**src/rtl/cpu_pkg.sv**
```systemverilog
// Shared CPU definitions: datapath width, load-size codes, write-back FSM
// states and the context a pending load carries while waiting for memory.
package cpu_pkg;

  localparam int XLEN = 32;

  typedef enum logic [1:0] {
    LS_BYTE = 2'd0,
    LS_HALF = 2'd1,
    LS_WORD = 2'd2,
    LS_ILL  = 2'd3
  } load_size_e;

  typedef enum logic {
    ST_IDLE     = 1'b0,
    ST_WAIT_MEM = 1'b1
  } wb_state_e;

  typedef struct packed {
    logic [4:0] rd;
    logic       wen;
    load_size_e size;
    logic       uns;
    logic [1:0] addr_lo;
  } load_ctx_t;

  // A load is dropped when its address does not fit its size, or the size
  // code is the reserved one.
  function automatic logic load_misaligned(input load_size_e size, input logic [1:0] addr_lo);
    logic mis;
    case (size)
      LS_BYTE: mis = 1'b0;
      LS_HALF: mis = addr_lo[0];
      LS_WORD: mis = (addr_lo != 2'd0);
      default: mis = 1'b1;
    endcase
    return mis;
  endfunction

endpackage

```
**src/rtl/load_align.sv**
```systemverilog
// Picks the addressed byte/half out of an aligned load word and extends it
// to XLEN bits, zero- or sign-extended as the instruction asks.
module load_align
  import cpu_pkg::*;
(
  input  logic [XLEN-1:0] i_rdata,
  input  load_size_e      i_size,
  input  logic            i_unsigned,
  input  logic [1:0]      i_addr_lo,
  output logic [XLEN-1:0] o_value
);

  logic [7:0]  w_byte;
  logic [15:0] w_half;
  logic        w_bsign;
  logic        w_hsign;

  assign w_byte  = 8'(i_rdata >> {i_addr_lo, 3'b000});
  assign w_half  = 16'(i_rdata >> {i_addr_lo[1], 4'b0000});
  assign w_bsign = ~i_unsigned & w_byte[7];
  assign w_hsign = ~i_unsigned & w_half[15];

  // Size-dependent selection and extension.
  always_comb begin
    o_value = i_rdata;
    case (i_size)
      LS_BYTE: o_value = {{(XLEN-8){w_bsign}}, w_byte};
      LS_HALF: o_value = {{(XLEN-16){w_hsign}}, w_half};
      default: o_value = i_rdata;
    endcase
  end

endmodule

```
**src/rtl/wb_stage.sv**
```systemverilog
// Write-back stage: retires ALU results immediately and waits for load data
// (with a timeout) before writing the register file. One write per cycle.
module wb_stage
  import cpu_pkg::*;
#(
  parameter int TIMEOUT_CYC = 255
) (
  input  logic            clk,
  input  logic            rst,
  input  logic            ex_valid_i,
  output logic            ex_ready_o,
  input  logic [4:0]      ex_rd_addr_i,
  input  logic            ex_rd_wen_i,
  input  logic [XLEN-1:0] ex_result_i,
  input  logic            ex_load_i,
  input  logic [1:0]      ex_load_size_i,
  input  logic            ex_load_unsigned_i,
  input  logic [1:0]      ex_addr_lo_i,
  input  logic            mem_rvalid_i,
  input  logic [XLEN-1:0] mem_rdata_i,
  output logic [4:0]      reg_waddr_o,
  output logic [XLEN-1:0] reg_wdata_o,
  output logic            reg_wen_o,
  output logic            busy_o,
  output logic            err_misalign_o,
  output logic            err_timeout_o
);

  // Last counter value before the stage gives up on the load.
  localparam logic [7:0] TO_LAST = 8'(TIMEOUT_CYC - 1);

  wb_state_e       r_state;
  load_ctx_t       r_ctx;
  logic [7:0]      r_cnt;
  logic            w_accept;
  load_size_e      w_size;
  logic [XLEN-1:0] w_load_val;

  assign ex_ready_o = (r_state == ST_IDLE);
  assign busy_o     = (r_state == ST_WAIT_MEM);
  assign w_accept   = ex_valid_i && ex_ready_o;
  assign w_size     = load_size_e'(ex_load_size_i);

  load_align u_align (
    .i_rdata   (mem_rdata_i),
    .i_size    (r_ctx.size),
    .i_unsigned(r_ctx.uns),
    .i_addr_lo (r_ctx.addr_lo),
    .o_value   (w_load_val)
  );

  // FSM with registered write-port and error outputs; pulses default low.
  always_ff @(posedge clk or negedge rst) begin
    if (!rst) begin
      r_state        <= ST_IDLE;
      r_ctx          <= '0;
      r_cnt          <= '0;
      reg_waddr_o    <= '0;
      reg_wdata_o    <= '0;
      reg_wen_o      <= 1'b0;
      err_misalign_o <= 1'b0;
      err_timeout_o  <= 1'b0;
    end else begin
      reg_wen_o      <= 1'b0;
      err_misalign_o <= 1'b0;
      case (r_state)
        ST_IDLE: begin
          if (w_accept) begin
            if (!ex_load_i) begin
              reg_waddr_o <= ex_rd_addr_i;
              reg_wdata_o <= ex_result_i;
              reg_wen_o   <= ex_rd_wen_i && (ex_rd_addr_i != 5'd0);
            end else if (load_misaligned(w_size, ex_addr_lo_i)) begin
              err_misalign_o <= 1'b1;
            end else begin
              r_ctx.rd      <= ex_rd_addr_i;
              r_ctx.wen     <= ex_rd_wen_i;
              r_ctx.size    <= w_size;
              r_ctx.uns     <= ex_load_unsigned_i;
              r_ctx.addr_lo <= ex_addr_lo_i;
              r_cnt         <= '0;
              r_state       <= ST_WAIT_MEM;
            end
          end
        end
        ST_WAIT_MEM: begin
          // Data arriving on the last allowed cycle still wins over timeout.
          if (mem_rvalid_i) begin
            reg_waddr_o <= r_ctx.rd;
            reg_wdata_o <= w_load_val;
            reg_wen_o   <= r_ctx.wen && (r_ctx.rd != 5'd0);
            r_state     <= ST_IDLE;
          end else if (r_cnt == TO_LAST) begin
            err_timeout_o <= 1'b1;
            r_state       <= ST_IDLE;
          end else begin
            r_cnt <= r_cnt + 8'd1;
          end
        end
        default: r_state <= ST_IDLE;
      endcase
    end
  end

endmodule

```
**config.mk**
```make
export PLATFORM = sky130hd
export DESIGN_NAME = wb_stage
export DESIGN_NICKNAME = d
export VERILOG_FILES = /design/src/rtl/cpu_pkg.sv /design/src/rtl/load_align.sv /design/src/rtl/wb_stage.sv
export SDC_FILE = /design/constraint.sdc
export NUM_CORES = 1
export LEC_CHECK = 0
export CELL_PAD_IN_SITES_DETAIL_PLACEMENT = 2
export CELL_PAD_IN_SITES_GLOBAL_PLACEMENT = 2
export CORE_MARGIN = 2
export CORE_UTILIZATION = 26
export CTS_CLUSTER_SIZE = 8
export DETAILED_ROUTE_END_ITERATION = 6
export PLACE_DENSITY = 0.88
export REMOVE_ABC_BUFFERS = 1
export SLEW_MARGIN = 20
export SYNTH_ARGS = -nofsm -noshare
export SYNTH_HDL_FRONTEND = slang
export SYNTH_SLANG_ARGS = --single-unit
```
**constraint.sdc**
```tcl
create_clock -name clk -period 2.2 [get_ports clk]
set_input_delay 0.66 -clock clk [delete_from_list [all_inputs] [get_ports clk]]
set_output_delay 0.66 -clock clk [all_outputs]
set_load 0.01 [all_outputs]
```
==> results.cfg <==
[sta]
rsz0062_at_grt = false
fin_skew_ns = 0.0116
slew-limit-headroom_pct = 48.4
period_needed_ns = 2.06
fmax_ghz = 0.484
final-hold-violation-count = 0
setup_viol = 0
fin_crit_sh_pct = 93.8
slew_viol_final = 0
setup_ws_ns = 0.136
tightest_slew_ns = 0.767

[clock_network]
cts_root_buf = clkbuf_16
clockBufferDepth = 2
cts_tree = yes
cts.sinks = 60
hold_buffers = 0
path_clk_slew_ns = 0.06
ctsHtreeMaxLevel = 3
clkLatencyLatePin_ns = 0.35
cts_setup_buffers = 0
cts_buffers = 9
post_cts_resized = 0

[grt]
grt_pass1_wl_mm = 22.7
grt.total_usage_pct = 20.9
grt_antenna_before_repair = 0
grt_max_degree = 44
grt_overflow = 0
grt_pass1_vias = 4006

[floorplanning]
die_h_um = 119
die-area_um2 = 14200
die_x_um = 119
ios = 122
core_area_um2 = 12800
start_util_pct = 26.9
num_rows = 41

[drt]
drc_errors = 0
ant_nets = 0
vias_per_cell = 5.18
drt-total-wl_mm = 14.3
dr.pass1.iters = 4
drt_iter0_drc = 117
vias = 3550
wl_per_cell_um = 20.9

[cells_and_area]
fin_nets = 590
syn_to_final_growth_pct = 53.5
final_cells = 685
final_common_cell = clkdlybuf4s50_1
num_antenna_cells = 0
post-route-util_pct = 41.3
drive_gt1_share_pct = 10.1
final_cell_mix = 120 x clkdlybuf4s50_1, 60 x dfrtp_1, 53 x nand2_1

[placement]
place_congestion = 0.809
place_inst = 669
hpwl_mm = 10.7
portBuffers = 121
dpl_worst_slack_ns = -0.222

[synthesis]
syn-cell-area_um2 = 3440
ys_warn_count = 0
synth_area_per_cell_um2 = 9.14
synth_edf_count = 0
ys_seq_elements = 60
ys.flop_type = dfrtp_1
synth_top_area_share_pct = 43.7
ys_top_cells_by_area = dfrtp_1 44%, a21oi_1 6.0%, nand2_1 5.8%
synthCells = 376
post_synth_num_cell_types = 50
ys_seq_area_share_pct = 43.7
async_flop_share_pct = 100
yosysTopAreaCell = dfrtp_1

[setup_path]
end_kind = flop
worstPathMaxFanout = 8
startpoint = mem_rdata_i[31]
critical_path_class = in2reg
reg2regPathDepth = 5
worstPathRequired_ns = 2.41
r2r_end = reg_wdata_o[31]
cp_data_arrival_time_ns = 2.27
rr_startpoint = r_ctx[3]
rrSetupSlack_ns = 0.23
start_kind = input pin

[pwr]
p_leak_nw = 2.13
peakVddDrop_uv = 327
power_density_nw_per_um2 = 878

[job]
drv_cap = 0

[min_path]
hp-class = in2async

[outcome]
outcome = complete, no violations
[worst max-delay path, stage by stage]
cell and delay, ns:
clkdlybuf4s50_1 0.48, mux4_2 0.50, a21o_1 0.28, o221ai_1 0.23, a21oi_1 0.12
[Yosys cell counts, types with 2 or more instances]
cell type,n
xor2_1,4
o221ai_1,7
inv_1,2
nand2_1,53
a21oi_1,41
inv_2,2
o21ai_0,20
o31ai_1,7
o21ai_1,20
ha_1,2
o211ai_1,9
nand2b_1,2
nor2b_1,12
clkbuf_1,12
nor3_1,2
o22ai_1,5
and2_1,3
a21o_1,2
mux2i_1,16
o2111ai_1,3
a22o_1,4
mux2_1,11
buf_1,4
or4_1,2
nand3_1,4
a211oi_1,9
buf_2,6
nor2_1,25
a2111oi_0,7
dfrtp_1,60
[kinds of logic (layout without fill, tap and decap cells)]
| logic type | count (synthesis) | count (layout) | synth area share (%) |
|---|---|---|---|
| compound gates | 139 | 139 | 25.8 |
| simple gates | 113 | 113 | 15.4 |
| flops | 60 | 60 | 43.7 |
| mux | 29 | 29 | 9.58 |
| buf+inv | 29 | 166 | 3.71 |
| xor+xnor | 4 | 4 | 1.02 |
| fa+ha+maj | 2 | 2 | 0.728 |
[sequential cells by signal, summed over array words and instances (netlist names)]
name            flops
err_misalign_o      1
r_ctx              11
err_timeout_o       1
reg_wdata_o        32
r_cnt               8
reg_waddr_o         5
busy_o              1
reg_wen_o           1
[stage by stage]
stage	power, mW	cell area (um2)	hold WS [ns]	setup TNS, ns
after floorplan	2.29	3330	0.364	-20.41
after global placement	3.15	4980	0.449	-1.49
after detailed placement	3.26	4980	0.463	-3.79
after CTS	4.68	5270	0.287	0
after global routing	4.91	5270	0.302	0
final	4.63	5270	0.284	0
[metal layers]
metal | wire length [um] | vias up | GRT usage, %
li1 | - | 1647 | -
met1 | 6100 | 1787 | 25.5
met2 | 7370 | 99 | 36.4
met3 | 592 | 17 | 4.69
met4 | 236 | 0 | 7.07
met5 | 0 | - | 0
[report_power, final]
group / internal (mW) / total (mW) / leakage (nW) / switching, mW
logic: 0.825 / 1.68 / 1.25 / 0.860
registers: 1.35 / 1.57 / 0.736 / 0.212
clock network: 0.852 / 1.38 / 0.138 / 0.528
[worst max path at each step]
stage | to | cells past startpoint
floorplan | reg_wdata_o[30] | 4
CTS | reg_wdata_o[26] | 5
finish | reg_wdata_o[10] | 5
global route | reg_wdata_o[19] | 5
detailed placement | reg_wdata_o[26] | 5
global placement | reg_wdata_o[13] | 5
[area by class of cell]
class | instances | area [um2]
Fill cell | 1381 | 7500
Multi-Input combinational cell | 287 | 1810
Sequential cell | 60 | 1500
Timing Repair Buffer | 145 | 1440
Clock buffer | 13 | 270
Tap cell | 172 | 215
Clock inverter | 3 | 20.0
Inverter | 5 | 18.8
Power figures use the tool's default switching activity.
